==> src/rtl/rx_sbinit_responder.sv <==
// Receive-side SBINIT responder: waits for the partner's done request, answers
// with one done response on the shared sideband port, then reports end or timeout.
module rx_sbinit_responder #(
  parameter int SB_MSG_WIDTH   = 4,
  parameter int TIMEOUT_CYCLES = 8000,
  parameter int CNT_WIDTH      = 16
) (
  input  logic                    i_clk,
  input  logic                    i_rst_n,
  input  logic                    i_SBINIT_en,
  input  logic                    i_rx_msg_valid,
  input  logic [SB_MSG_WIDTH-1:0] i_decoded_SB_msg,
  input  logic                    i_tx_valid,
  input  logic                    i_falling_edge_busy,
  output logic [SB_MSG_WIDTH-1:0] o_encoded_SB_msg_rx,
  output logic                    o_valid_rx,
  output logic                    o_SBINIT_end_rx,
  output logic                    o_timeout_error
);

  localparam logic [SB_MSG_WIDTH-1:0] MSG_DONE_REQ  = SB_MSG_WIDTH'(1);
  localparam logic [SB_MSG_WIDTH-1:0] MSG_DONE_RESP = SB_MSG_WIDTH'(2);
  localparam logic [CNT_WIDTH-1:0]    CNT_LAST      = CNT_WIDTH'(TIMEOUT_CYCLES - 1);

  typedef enum logic [2:0] {
    ST_IDLE,
    ST_WAIT_DONE_REQ,
    ST_SEND_DONE_RESP,
    ST_END,
    ST_TIMEOUT
  } state_t;

  state_t                  state, state_nxt;
  logic [CNT_WIDTH-1:0]    cnt, cnt_nxt;
  logic                    sent, sent_nxt;
  logic [SB_MSG_WIDTH-1:0] msg_nxt;
  logic                    valid_nxt, end_nxt, timeout_nxt;

  logic timeout_hit, req_hit, launch, complete;

  // Counter never wraps, even if it were left running past the compare point.
  function automatic logic [CNT_WIDTH-1:0] sat_inc(input logic [CNT_WIDTH-1:0] v);
    sat_inc = (v == {CNT_WIDTH{1'b1}}) ? v : v + CNT_WIDTH'(1);
  endfunction

  assign timeout_hit = (cnt == CNT_LAST);
  assign req_hit     = i_rx_msg_valid && (i_decoded_SB_msg == MSG_DONE_REQ);
  assign launch      = !o_valid_rx && !sent && !i_tx_valid;
  assign complete    = o_valid_rx && i_falling_edge_busy;

  always_ff @(posedge i_clk or negedge i_rst_n) begin
    if (!i_rst_n) state <= ST_IDLE;
    else          state <= state_nxt;
  end

  always_comb begin
    state_nxt = state;
    if (!i_SBINIT_en) begin
      state_nxt = ST_IDLE;
    end else begin
      case (state)
        ST_IDLE:           state_nxt = ST_WAIT_DONE_REQ;
        ST_WAIT_DONE_REQ:  if (timeout_hit)  state_nxt = ST_TIMEOUT;
                           else if (req_hit) state_nxt = ST_SEND_DONE_RESP;
        ST_SEND_DONE_RESP: if (complete)         state_nxt = ST_END;
                           else if (timeout_hit) state_nxt = ST_TIMEOUT;
        ST_END:            state_nxt = ST_END;
        ST_TIMEOUT:        state_nxt = ST_TIMEOUT;
        default:           state_nxt = ST_IDLE;
      endcase
    end
  end

  // Outputs follow the current state, so an abort clears them one edge after IDLE.
  always_comb begin
    cnt_nxt     = cnt;
    sent_nxt    = sent;
    msg_nxt     = o_encoded_SB_msg_rx;
    valid_nxt   = o_valid_rx;
    end_nxt     = o_SBINIT_end_rx;
    timeout_nxt = o_timeout_error;
    case (state)
      ST_IDLE: begin
        cnt_nxt     = '0;
        sent_nxt    = 1'b0;
        msg_nxt     = '0;
        valid_nxt   = 1'b0;
        end_nxt     = 1'b0;
        timeout_nxt = 1'b0;
      end
      ST_WAIT_DONE_REQ: begin
        if (i_SBINIT_en) begin
          cnt_nxt = sat_inc(cnt);
          if (timeout_hit) begin
            timeout_nxt = 1'b1;
            valid_nxt   = 1'b0;
          end else if (req_hit) begin
            sent_nxt = 1'b0;
          end
        end
      end
      ST_SEND_DONE_RESP: begin
        if (i_SBINIT_en) begin
          cnt_nxt = sat_inc(cnt);
          if (complete) begin
            valid_nxt = 1'b0;
            end_nxt   = 1'b1;
          end else if (timeout_hit) begin
            timeout_nxt = 1'b1;
            valid_nxt   = 1'b0;
          end else if (launch) begin
            // TX sequencer owns the port while i_tx_valid is high.
            valid_nxt = 1'b1;
            msg_nxt   = MSG_DONE_RESP;
            sent_nxt  = 1'b1;
          end
        end
      end
      ST_END: begin
        end_nxt = 1'b1;
      end
      ST_TIMEOUT: begin
        timeout_nxt = 1'b1;
        valid_nxt   = 1'b0;
      end
      default: begin
        cnt_nxt     = '0;
        sent_nxt    = 1'b0;
        msg_nxt     = '0;
        valid_nxt   = 1'b0;
        end_nxt     = 1'b0;
        timeout_nxt = 1'b0;
      end
    endcase
  end

  always_ff @(posedge i_clk or negedge i_rst_n) begin
    if (!i_rst_n) begin
      cnt                 <= '0;
      sent                <= 1'b0;
      o_encoded_SB_msg_rx <= '0;
      o_valid_rx          <= 1'b0;
      o_SBINIT_end_rx     <= 1'b0;
      o_timeout_error     <= 1'b0;
    end else begin
      cnt                 <= cnt_nxt;
      sent                <= sent_nxt;
      o_encoded_SB_msg_rx <= msg_nxt;
      o_valid_rx          <= valid_nxt;
      o_SBINIT_end_rx     <= end_nxt;
      o_timeout_error     <= timeout_nxt;
    end
  end

endmodule

==> config.mk <==
export PLATFORM = sky130hd
export DESIGN_NAME = rx_sbinit_responder
export DESIGN_NICKNAME = d
export VERILOG_FILES = /design/src/rtl/rx_sbinit_responder.sv
export SDC_FILE = /design/constraint.sdc
export NUM_CORES = 1
export LEC_CHECK = 0
export ABC_AREA = 0
export BUFFER_PORTS_ARGS = -buffer_cell sky130_fd_sc_hd__buf_2
export CAP_MARGIN = 0
export CORE_MARGIN = 1
export CORE_UTILIZATION = 57
export CTS_CLUSTER_SIZE = 25
export DETAILED_ROUTE_END_ITERATION = 8
export PLACE_DENSITY = 0.75
export SYNTH_ARGS = -nofsm -noshare
export SYNTH_HDL_FRONTEND = slang
export SYNTH_SLANG_ARGS = --single-unit
==> constraint.sdc <==
create_clock -name i_clk -period 2.2 [get_ports i_clk]
set_input_delay 0.33 -clock i_clk [delete_from_list [all_inputs] [get_ports i_clk]]
set_output_delay 0.33 -clock i_clk [all_outputs]
set_load 0.01 [all_outputs]
Yosys cells after proc, flatten, opt, wreduce, memory -nomap -nowiden
Cells that the tools add are included.
{"block": "word_totals", "out_inout_bits": 7, "reg_bits": 27, "input_bits": 10, "wordCells": 88}
{"block": "op_classes", "n_bitwise": 4, "eq_ne": 21, "reduce_logical": 19, "mux": 36, "n_addsub": 1}
{"cell": "$mux W16", "n": 2}
{"cell": "$pmux W16 S2", "n": 1}
{"cell": "$ne A2 B2 Y1 const B", "n": 10}
{"cell": "$mux W1", "n": 18}
{"cell": "$add A16 B1 Y16 const B", "n": 1}
{"cell": "$eq A16 B13 Y1 const B", "n": 1}
{"cell": "$eq A16 B16 Y1 const B", "n": 1}
{"cell": "$mux W4", "n": 4}
{"cell": "$mux W3", "n": 5}
{"cell": "$pmux W3 S5", "n": 1}
{"cell": "$ne A4 B4 Y1 const B", "n": 3}
{"cell": "$reduce_and A5 Y1", "n": 2}
{"cell": "$pmux W1 S3", "n": 3}
{"cell": "$pmux W4 S2", "n": 1}
{"cell": "$reduce_and A8 Y1", "n": 1}
{"cell": "$eq A3 B2 Y1 const B", "n": 2}
{"cell": "$reduce_and A3 Y1", "n": 2}
{"cell": "$reduce_or A2 Y1", "n": 3}
{"cell": "$eq A4 B1 Y1 const B", "n": 1}
{"cell": "$logic_and A1 B1 Y1", "n": 4}
{"cell": "$not A1 Y1", "n": 4}
{"cell": "$pmux W1 S4", "n": 1}
{"cell": "$reduce_and A4 Y1", "n": 1}
{"cell": "$eq A3 B1 Y1 const B", "n": 1}
{"cell": "other kinds (6)", "n": 8}

Logic depth before layout (Yosys ltp)
Gate-level depths: netlist of run 1.
{"block": "logic_depth", "ltp_word": 8, "ltp_mapped": 8, "depth_no_buf": 6}

Worst setup path after synthesis of run 1
Ideal clock, no wire load.
{"block": "synth_timing", "kind": "register -> register", "startpoint": "register cnt[0]", "endpoint": "register cnt[5]", "arrival_time_ns": 1.592, "stages_incl_launch_ff": 8, "slack_ns": 0.490, "period_less_slack_ns": 1.710, "required_time_ns": 2.081, "setup_time_ns": 0.119, "n_path_buf": 1, "cell_sequence": "dfrtp_1 -> ha_1 -> and3_1 -> nand4bb_1 -> a21oi_4 -> buf_6 -> o31a_1 -> o21a_1"}
{"block": "synth_between", "elab_chain_len": 4, "word_cells_on_any_way": 7, "classes_between": "1 x add/sub; 2 x eq/ne; 3 x mux; 1 x reduce/logical"}
{"element": "start, declared", "line_no": "34", "source": "logic [CNT_WIDTH-1:0] cnt, cnt_nxt;"}
{"element": "start signal, assigned", "line_no": "146", "source": "cnt <= cnt_nxt;"}
{"element": "$add A16 B1 Y16", "line_no": "43", "source": "sat_inc = (v == {CNT_WIDTH{1'b1}}) ? v : v + CNT_WIDTH'(1);"}
{"element": "$mux W16", "line_no": "43"}
{"element": "$mux W16", "line_no": "92, 103"}
{"element": "$pmux W16 S2", "line_no": "82", "source": "case (state)"}
Several ways; a longest one is shown, not always the timed one. The select of a mux whose other input is x is not followed.
A chain may end at the register's enable or synchronous reset.

Final worst setup path of run 1
Ends and elaborated chain as after synthesis.

==> run metrics, run 1 <==
htree depth=1; DR DRC count=0; Max Slew Vio Count=0; Post-DRT Antenna Nets=0; TritonCTS Sinks=24; largest net degree at the start of global routing=25; GPL Wtd Cong=0.8563; Top FF cell, synth=dfrtp_1; Synth async-reset ratio=1.000; final setup TNS=0 ps; leading area contributor after synthesis=dfrtp_1; pre-CTS WS=roughly 250 ps; number of flops mapped to enable cells by yosys=0; total power per unit cell area=a little under 500 nW/um2; Die Y=about 52 um; antenna violations before repair=0; CP required=between 2000 and 2500 ps; core footprint=2297 um2; status=finished, final reports clean; num rows=17; VDD IR-drop max=about 350 uV; arrival time at the worst endpoint=approximately 2200 ps; synthesized area per cell=around 9.1 um2; Final period util=0.9073; Avg WL per Cell=roughly 16 um; Leak=0.0006341 uW; flops & latches, synth=24; CP startpoint kind=flop; drt initial violations=29; unrepaired setup endpoints after global routing=false; Post-Syn Instances=159; Antenna diodes=0; post-synth top area share=0.4145; die width=about 52 um; Synthesis Warnings=0; via count=around 1300; kind of critical path=flop to flop; Critical Path End Type=flop; number of max-cap violations=0; Clock Tree Buf Depth=2; Worst-Margin Slew=~550 ps; Setup violations, final=0; final worst slack=204.0 ps; Synth area leaders=dfrtp_1 41%, a21oi_1 6.2%, nand2_1 3.1%, o31ai_1 3.1%, or4_1 3.1%; initial core utilization=0.6307; final hold vios=0; Layout area overhead=6.995%; Overall Global Routing Usage=0.2620; io pins=17; final std cells w/o fill=200; number of I/O port buffers=13; die area=~2700 um2; HP Class=input port to flop; Num CTS Buffers=3; share of cells above drive strength 1=0.1395; drt first pass iters=4; Worst-Skew Late Latency=approximately 310 ps; clock root buffer=clkbuf_4; dpl cells=196; DR vias/cell=roughly 6.5; dpl hpwl=about 2300 um; clock transition at the registers of the reported paths=about 130 ps; final-stage net count=between 150 and 200; Distinct cells, synth=45; TritonCTS clock tree=yes; Achievable Freq=about 500 MHz; grt ovf=0; Crit Path Max Fanout=24; first-pass GRT wire length=roughly 5300 um; Seq/Total Area, Yosys=0.4145; vias in the first global route=~1300; post-CTS sizing=0; minimum clock period=approximately 2000 ps; Cell Area, Synth=about 1400 um2; WL final=approximately 3100 um; Slew headroom=0.6340; clock skew=2.676 ps
## repair_timing
item	in CTS	in global routing
hold buffers	1	0
endpoints found under the hold margin	24	0
setup buffers	0	0
## registers in the layout (all words and copies together), names as in the netlist
name,count
o_SBINIT_end_rx,1
o_timeout_error,1
cnt,16
o_valid_rx,1
sent,1
o_encoded_SB_msg_rx,1
state,3
## kinds of logic (layout without fill, tap and decap cells)
kind of cell,count (synthesis),count (layout),share of synthesized area
xor+xnor,6,6,0.04145
other cells,1,3,0.002588
simple gates,68,68,0.2807
compound gates,45,45,0.1969
buf+inv,14,25,0.05526
fa+ha+maj,1,1,0.008634
flops,24,24,0.4145
## stage by stage
step	utilization	area, um2	power, uW	hold slack (ps)
2_1_floorplan	-	1456	534.8	34.41
3_3_place_gp	0.6607	1518	557.2	333.5
3_5_place_dp	0.6607	1518	564.1	343.5
4_1_cts	0.6748	1550	754.3	339.5
5_1_grt	0.6748	1550	787.0	362.0
6_report	0.6748	1550	747.7	346.2
## cells in the final DEF, fill, tap and decap left out, types with 4 or more instances in the layout
| cell type | count |
|---|---|
| nor4_1 | 4 |
| xnor2_1 | 4 |
| dfrtp_1 | 24 |
| o31ai_1 | 6 |
| or3_1 | 5 |
| nand4_1 | 6 |
| nand2_1 | 12 |
| nor2_1 | 9 |
| or4_1 | 6 |
| nor4b_1 | 4 |
| nand3_1 | 6 |
| inv_1 | 5 |
| buf_2 | 13 |
| a21oi_1 | 18 |
| o21ai_1 | 7 |
## critical path: stages, from the launching register on
cell       delay, ps
dfrtp_1          430
ha_1             260
and3_1           230
nand4bb_1        180
a21oi_4          500
nor4_1           120
o21a_1           190
## power by group
part	internal (uW)	total [uW]	switching [uW]
sequential	452	465	13.3
clock	63.9	192	128
combinational	33.6	91.4	57.7
total	549	748	199
## worst paths after layout
path / from / end / slack (ps) / depth (start not counted)
min: i_tx_valid / o_valid_rx / 350 / 4
max: cnt[0] / cnt[5] / 200 / 6
max reg2reg: cnt[0] / cnt[5] / 200 / 6
min reg2reg: o_encoded_SB_msg_rx[1] / o_encoded_SB_msg_rx[1] / 500 / 1
max in group asynchronous: i_rst_n / o_encoded_SB_msg_rx[1] / 1310 / 2
min in group asynchronous: i_rst_n / cnt[11] / 520 / 2
## layer usage
metal  wire length [um]  vias to the layer above  GRT usage
met4                 41                        0     0.1096
met2               1694                       30     0.4789
met1               1306                      654     0.3013
li1                   -                      619          -
met3                 86                        6    0.03478
met5                  0                        -          0
## synth_stat cells, types with 2 or more instances
| library cell | instances |
|---|---|
| dfrtp_1 | 24 |
| a21oi_1 | 18 |
| nand2_1 | 12 |
| nor2_1 | 9 |
| o21ai_1 | 7 |
| nand3_1 | 6 |
| nand4_1 | 6 |
| o31ai_1 | 6 |
| or4_1 | 6 |
| inv_1 | 5 |
| or3_1 | 5 |
| nor4_1 | 4 |
| nor4b_1 | 4 |
| xnor2_1 | 4 |
| buf_4 | 3 |
| clkbuf_1 | 3 |
| o21ai_0 | 3 |
| a21o_1 | 2 |
| and3_1 | 2 |
| and4_1 | 2 |
| buf_6 | 2 |
| nand2b_1 | 2 |
| o21a_1 | 2 |
## cell type report
type	instances	area, um2
multi-input cells	123	775.7
repair buffers	17	97.59
fillers	186	747.0
well taps	28	35.03
inverters	5	18.77
clock buffers	3	22.52
flip-flops and latches	24	600.6
No activity file was read; power rests on OpenSTA's default activity.
==> run 2, diff against run 1 <==
--- a/config.mk
+++ b/config.mk
@@ -7,12 +7,13 @@
 export LEC_CHECK = 0
 export ABC_AREA = 0
 export BUFFER_PORTS_ARGS = -buffer_cell sky130_fd_sc_hd__buf_2
-export CAP_MARGIN = 0
+export CAP_MARGIN = 40
 export CORE_MARGIN = 1
-export CORE_UTILIZATION = 57
+export CORE_UTILIZATION = 51
 export CTS_CLUSTER_SIZE = 25
 export DETAILED_ROUTE_END_ITERATION = 8
-export PLACE_DENSITY = 0.75
+export PLACE_DENSITY = 0.71
+export SKIP_CTS_REPAIR_TIMING = 1
 export SYNTH_ARGS = -nofsm -noshare
 export SYNTH_HDL_FRONTEND = slang
 export SYNTH_SLANG_ARGS = --single-unit
==> constraint.sdc (replaced) <==
create_clock -name i_clk -period 1.7 [get_ports i_clk]
set_input_delay 0.255 -clock i_clk [delete_from_list [all_inputs] [get_ports i_clk]]
set_output_delay 0.255 -clock i_clk [all_outputs]
set_load 0.01 [all_outputs]
==> run 2 against run 1 <==
  * The run now ends with negative setup slack left
  * Critical path depth fell by 1
  * Power rose by 49%
  * Largest cell class unchanged
  * Fmax rose by 12%
  * Largest power group unchanged
  * Worst setup slack got worse by 290 ps
==> run metrics, run 2 (synthesis results as in run 1) <==
status=finished with violations; failing checks=negative setup slack; unrepaired setup endpoints after global routing=true; Final period util=1.053; Die Y=around 55 um; minimum clock period=around 1800 ps; CP required=1950 ps; most common cell after layout, fill and taps aside=buf_4; clock transition at the registers of the reported paths=approximately 150 ps; final-stage net count=220; total power per unit cell area=approximately 560 nW/um2; Setup violations, final=11; die width=55.30 um; clock root buffer=clkbuf_4; Regs by FF count=cnt: 16 flops, state: 3 flops; Reg2Reg Setup Slack=-90 ps; Num CTS Buffers=3; DR DRC count=0; Worst-Margin Slew=~540 ps; number of I/O port buffers=13; drt first pass iters=4; Design Area, Final=slightly below 2000 um2; vias in the first global route=around 1400; TritonCTS Sinks=24; initial core utilization=0.5594; dpl hpwl=2569 um; drt initial violations=35; final worst slack=-89.35 ps; share of cells above drive strength 1=0.3798; Core Util, Final=0.7638; DR vias/cell=roughly 6.2; clock skew=about 4.8 ps; Overall Global Routing Usage=0.2459; Clock Tree Buf Depth=2; num rows=18; Critical Path End Type=flop; HP Class=input port to flop; io pins=17; CP startpoint kind=flop; first-pass GRT wire length=between 6000 and 7000 um; arrival time at the worst endpoint=between 2000 and 2500 ps; grt ovf=0; kind of critical path=flop to flop; die area=between 3000 and 4000 um2; DP Area=1748 um2; Filler cells=about 160; Max Slew Vio Count=0; GPL Wtd Cong=roughly 0.94; largest net degree at the start of global routing=25; Achievable Freq=between 500 and 600 MHz; Post-DRT Antenna Nets=0; number of max-cap violations=0; final hold vios=0; TritonCTS clock tree=yes; via count=~1500; Worst-Skew Late Latency=between 300 and 400 ps; final hold slack=251.5 ps; VDD IR-drop max=between 500 and 600 uV; total power draw=about 1100 uW; WL final=between 3000 and 4000 um; Avg WL per Cell=about 16 um; Antenna diodes=0; Reg area=~600 um2; htree depth=1; max reg flops=16; Leak=about 0.00087 uW; most frequent cells in the layout=35 x buf_4, 23 x dfrtp_1, 15 x a21oi_1; Biggest register=cnt; Crit Path Max Fanout=6; multi-input logic area=923.4 um2; Slew headroom=0.6420; Layout area overhead=36.53%; core footprint=2590 um2; antenna violations before repair=0
run 2: metal layers:
metal | track usage | part of all wire
met4 | 0.1143 | 0.027
met1 | 0.2995 | 0.42
met2 | 0.4372 | 0.52
met3 | 0.02108 | 0.039
met5 | 0 | 0
run 2: worst max-delay path, stage by stage (launching register included):
cell     delay (ps)
dfrtp_1         500
or4_1           580
nor4_1          250
buf_4           180
a21oi_1          60
o21ai_1         150
run 2: final timing paths:
check / start / endpoint / cells past startpoint
worst min register to register: o_encoded_SB_msg_rx[1] / o_encoded_SB_msg_rx[1] / 1
max in group asynchronous: i_rst_n / cnt[13] / 2
worst max register to register: cnt[7] / o_timeout_error / 5
worst max-delay path: cnt[7] / o_timeout_error / 5
worst min-delay path: i_tx_valid / o_valid_rx / 4
min in group asynchronous: i_rst_n / cnt[11] / 2
run 2: through the flow:
| stage | setup slack (ps) | cells | TNS (ps) |
|---|---|---|---|
| after floorplan | 17.75 | 161 | 0 |
| after global placement | -73.59 | 228 | -170.7 |
| after detailed placement | -129.1 | 228 | -547.8 |
| after CTS | -152.0 | 232 | -985.7 |
| after global routing | -172.2 | 238 | -1618 |
| final | -89.35 | 238 | -651.5 |
run 2: area by class of cell:
type / instances / area share
well taps: 30 / 0.01898
clock buffers: 4 / 0.01834
multi-input cells: 124 / 0.4668
flip-flops and latches: 24 / 0.3042
inverters: 5 / 0.009488
repair buffers: 51 / 0.1822
run 2: power breakdown:
part	internal (uW)	switching [uW]	leakage (uW)
clock	131	189	0.0000210
combinational	91.5	102	0.000516
sequential	585	13.6	0.000328
total	807	305	0.000865
==> run 3, diff against run 2 <==
--- a/config.mk
+++ b/config.mk
@@ -9,10 +9,10 @@
 export BUFFER_PORTS_ARGS = -buffer_cell sky130_fd_sc_hd__buf_2
 export CAP_MARGIN = 40
 export CORE_MARGIN = 1
-export CORE_UTILIZATION = 51
+export CORE_UTILIZATION = 60
 export CTS_CLUSTER_SIZE = 25
 export DETAILED_ROUTE_END_ITERATION = 8
-export PLACE_DENSITY = 0.71
+export PLACE_DENSITY = 0.79
 export SKIP_CTS_REPAIR_TIMING = 1
 export SYNTH_ARGS = -nofsm -noshare
 export SYNTH_HDL_FRONTEND = slang
==> constraint.sdc (replaced) <==
create_clock -name i_clk -period 2.1 [get_ports i_clk]
set_input_delay 0.315 -clock i_clk [delete_from_list [all_inputs] [get_ports i_clk]]
set_output_delay 0.315 -clock i_clk [all_outputs]
set_load 0.01 [all_outputs]
==> run 3 against run 2 <==
  * The flow now finishes without violations
  * Design area down 21%
  * Sequential power down 19%
  * Fmax down 8.8%
  * First-iteration DRC count up 34%
  * Via count down 12%
  * Clock skew down 3.5 ps
  * Clock power down 24%
  * Worst setup slack better by 230 ps
  * Cell count down 15%
==> run metrics, run 3 (synthesis results as in run 1) <==
GPL Wtd Cong=0.8826; clock root buffer=clkbuf_4; number of I/O port buffers=13; Setup violations, final=0; unrepaired setup endpoints after global routing=false; antenna violations before repair=0; htree depth=1; max reg flops=16; total power draw=between 800 and 900 uW; initial core utilization=0.6426; arrival time at the worst endpoint=2180 ps; Post-DRT Antenna Nets=0; io pins=17; TritonCTS Sinks=24; Clock Tree Buf Depth=2; vias in the first global route=1217; most frequent cells in the layout=24 x dfrtp_1, 18 x a21oi_1, 13 x buf_2; Leak=around 0.00065 uW; Reg2Reg Depth=5; Slew headroom=0.6439; final hold slack=approximately 320 ps; die width=between 50 and 60 um; WL final=a little over 3000 um; Max Slew Vio Count=0; via count=roughly 1300; Reg2Reg Setup Slack=approximately 140 ps; status=finished, final reports clean; CP startpoint kind=flop; HP Class=input port to flop; VDD IR-drop max=368.6 uV; Antenna diodes=0; dpl hpwl=about 2300 um; RR Endpoint=cnt[5]; Overall Global Routing Usage=0.2677; DR vias/cell=around 6.4; minimum clock period=a little under 2000 ps; clock skew=about 1.4 ps; largest net degree at the start of global routing=25; total power per unit cell area=between 500 and 600 nW/um2; Num CTS Buffers=3; kind of critical path=flop to flop; final setup TNS=0 ps; Critical Path End Type=flop; core footprint=~2300 um2; number of max-cap violations=0; final-stage net count=~190; grt ovf=0; Crit Path Max Fanout=24; CP required=approximately 2300 ps; clock transition at the registers of the reported paths=between 100 and 150 ps; TritonCTS clock tree=yes; r2r startpoint=state[0]; first-pass GRT wire length=~5300 um; drt initial violations=47; Layout area overhead=8.463%; Final period util=0.9346; most common cell after layout, fill and taps aside=dfrtp_1; CP startpoint=state[0]; Die Y=51.14 um; die area=2615 um2; final hold vios=0; Worst-Margin Slew=approximately 530 ps; DR DRC count=0; Worst-Skew Late Latency=310 ps; drt first pass iters=4; Achievable Freq=509.5 MHz; Regs by FF count=cnt: 16 flops, state: 3 flops; Biggest register=cnt; share of cells above drive strength 1=0.1494; num rows=17; Critical Path Sink=cnt[5]; Avg WL per Cell=~15 um
[run 3: cell types whose count changed in the layout (fill, tap and decap cells not counted), sizes merged]
| cell | change |
|---|---|
| a21oi | -1 |
| buf | -33 |
[run 3: per-stage QoR]
step,instances,worst slack [ps],instance area (um2),util
after detailed placement,197,166.8,1525,0.6765
after CTS,201,151.6,1562,0.6926
after global routing,202,19.48,1572,0.6970
after floorplan,161,389.7,1456,-
after global placement,197,222.9,1525,0.6765
final,202,137.4,1572,0.6970
[run 3: worst min path at each step]
stage / cells after the start / slack (ps) / end / from
final: 4 / 320 / o_valid_rx / i_tx_valid
after global routing: 4 / 320 / o_valid_rx / i_tx_valid
after CTS: 1 / -30 / o_encoded_SB_msg_rx[1] / i_rst_n
after detailed placement: 1 / 320 / cnt[3] / i_rst_n
after global placement: 1 / 320 / cnt[2] / i_rst_n
after floorplan: 0 / 20 / cnt[0] / i_rst_n
[run 3: area by class of cell]
class / count / area (um2)
sequential: 24 / 600.6
tap: 28 / 35.03
multi-input combinational: 123 / 775.7
fill: 188 / 683.2
timing repair buffer: 18 / 105.1
inverter: 5 / 18.77
clock buffer: 4 / 36.28
[run 3: critical path, cell delays in order, from the launching register on]
cell     delay (ps)
dfrtp_1         480
or3b_4          460
and3_4          200
a21oi_4         450
nor4_1          100
o21a_1          190
[run 3: metal layers]
| metal | part of all wire | track usage |
|---|---|---|
| met5 | 0 | 0 |
| met1 | 0.46 | 0.3631 |
| met2 | 0.49 | 0.4364 |
| met4 | 0.010 | 0.1019 |
| met3 | 0.039 | 0.03274 |
[run 3: power by group]
group | internal (uW) | leakage, uW | total (uW) | switching (uW)
sequential | 473 | 0.000330 | 487 | 13.8
combinational | 36.3 | 0.000296 | 96.8 | 60.5
clock | 106 | 0.0000210 | 242 | 136
total | 615 | 0.000647 | 826 | 211
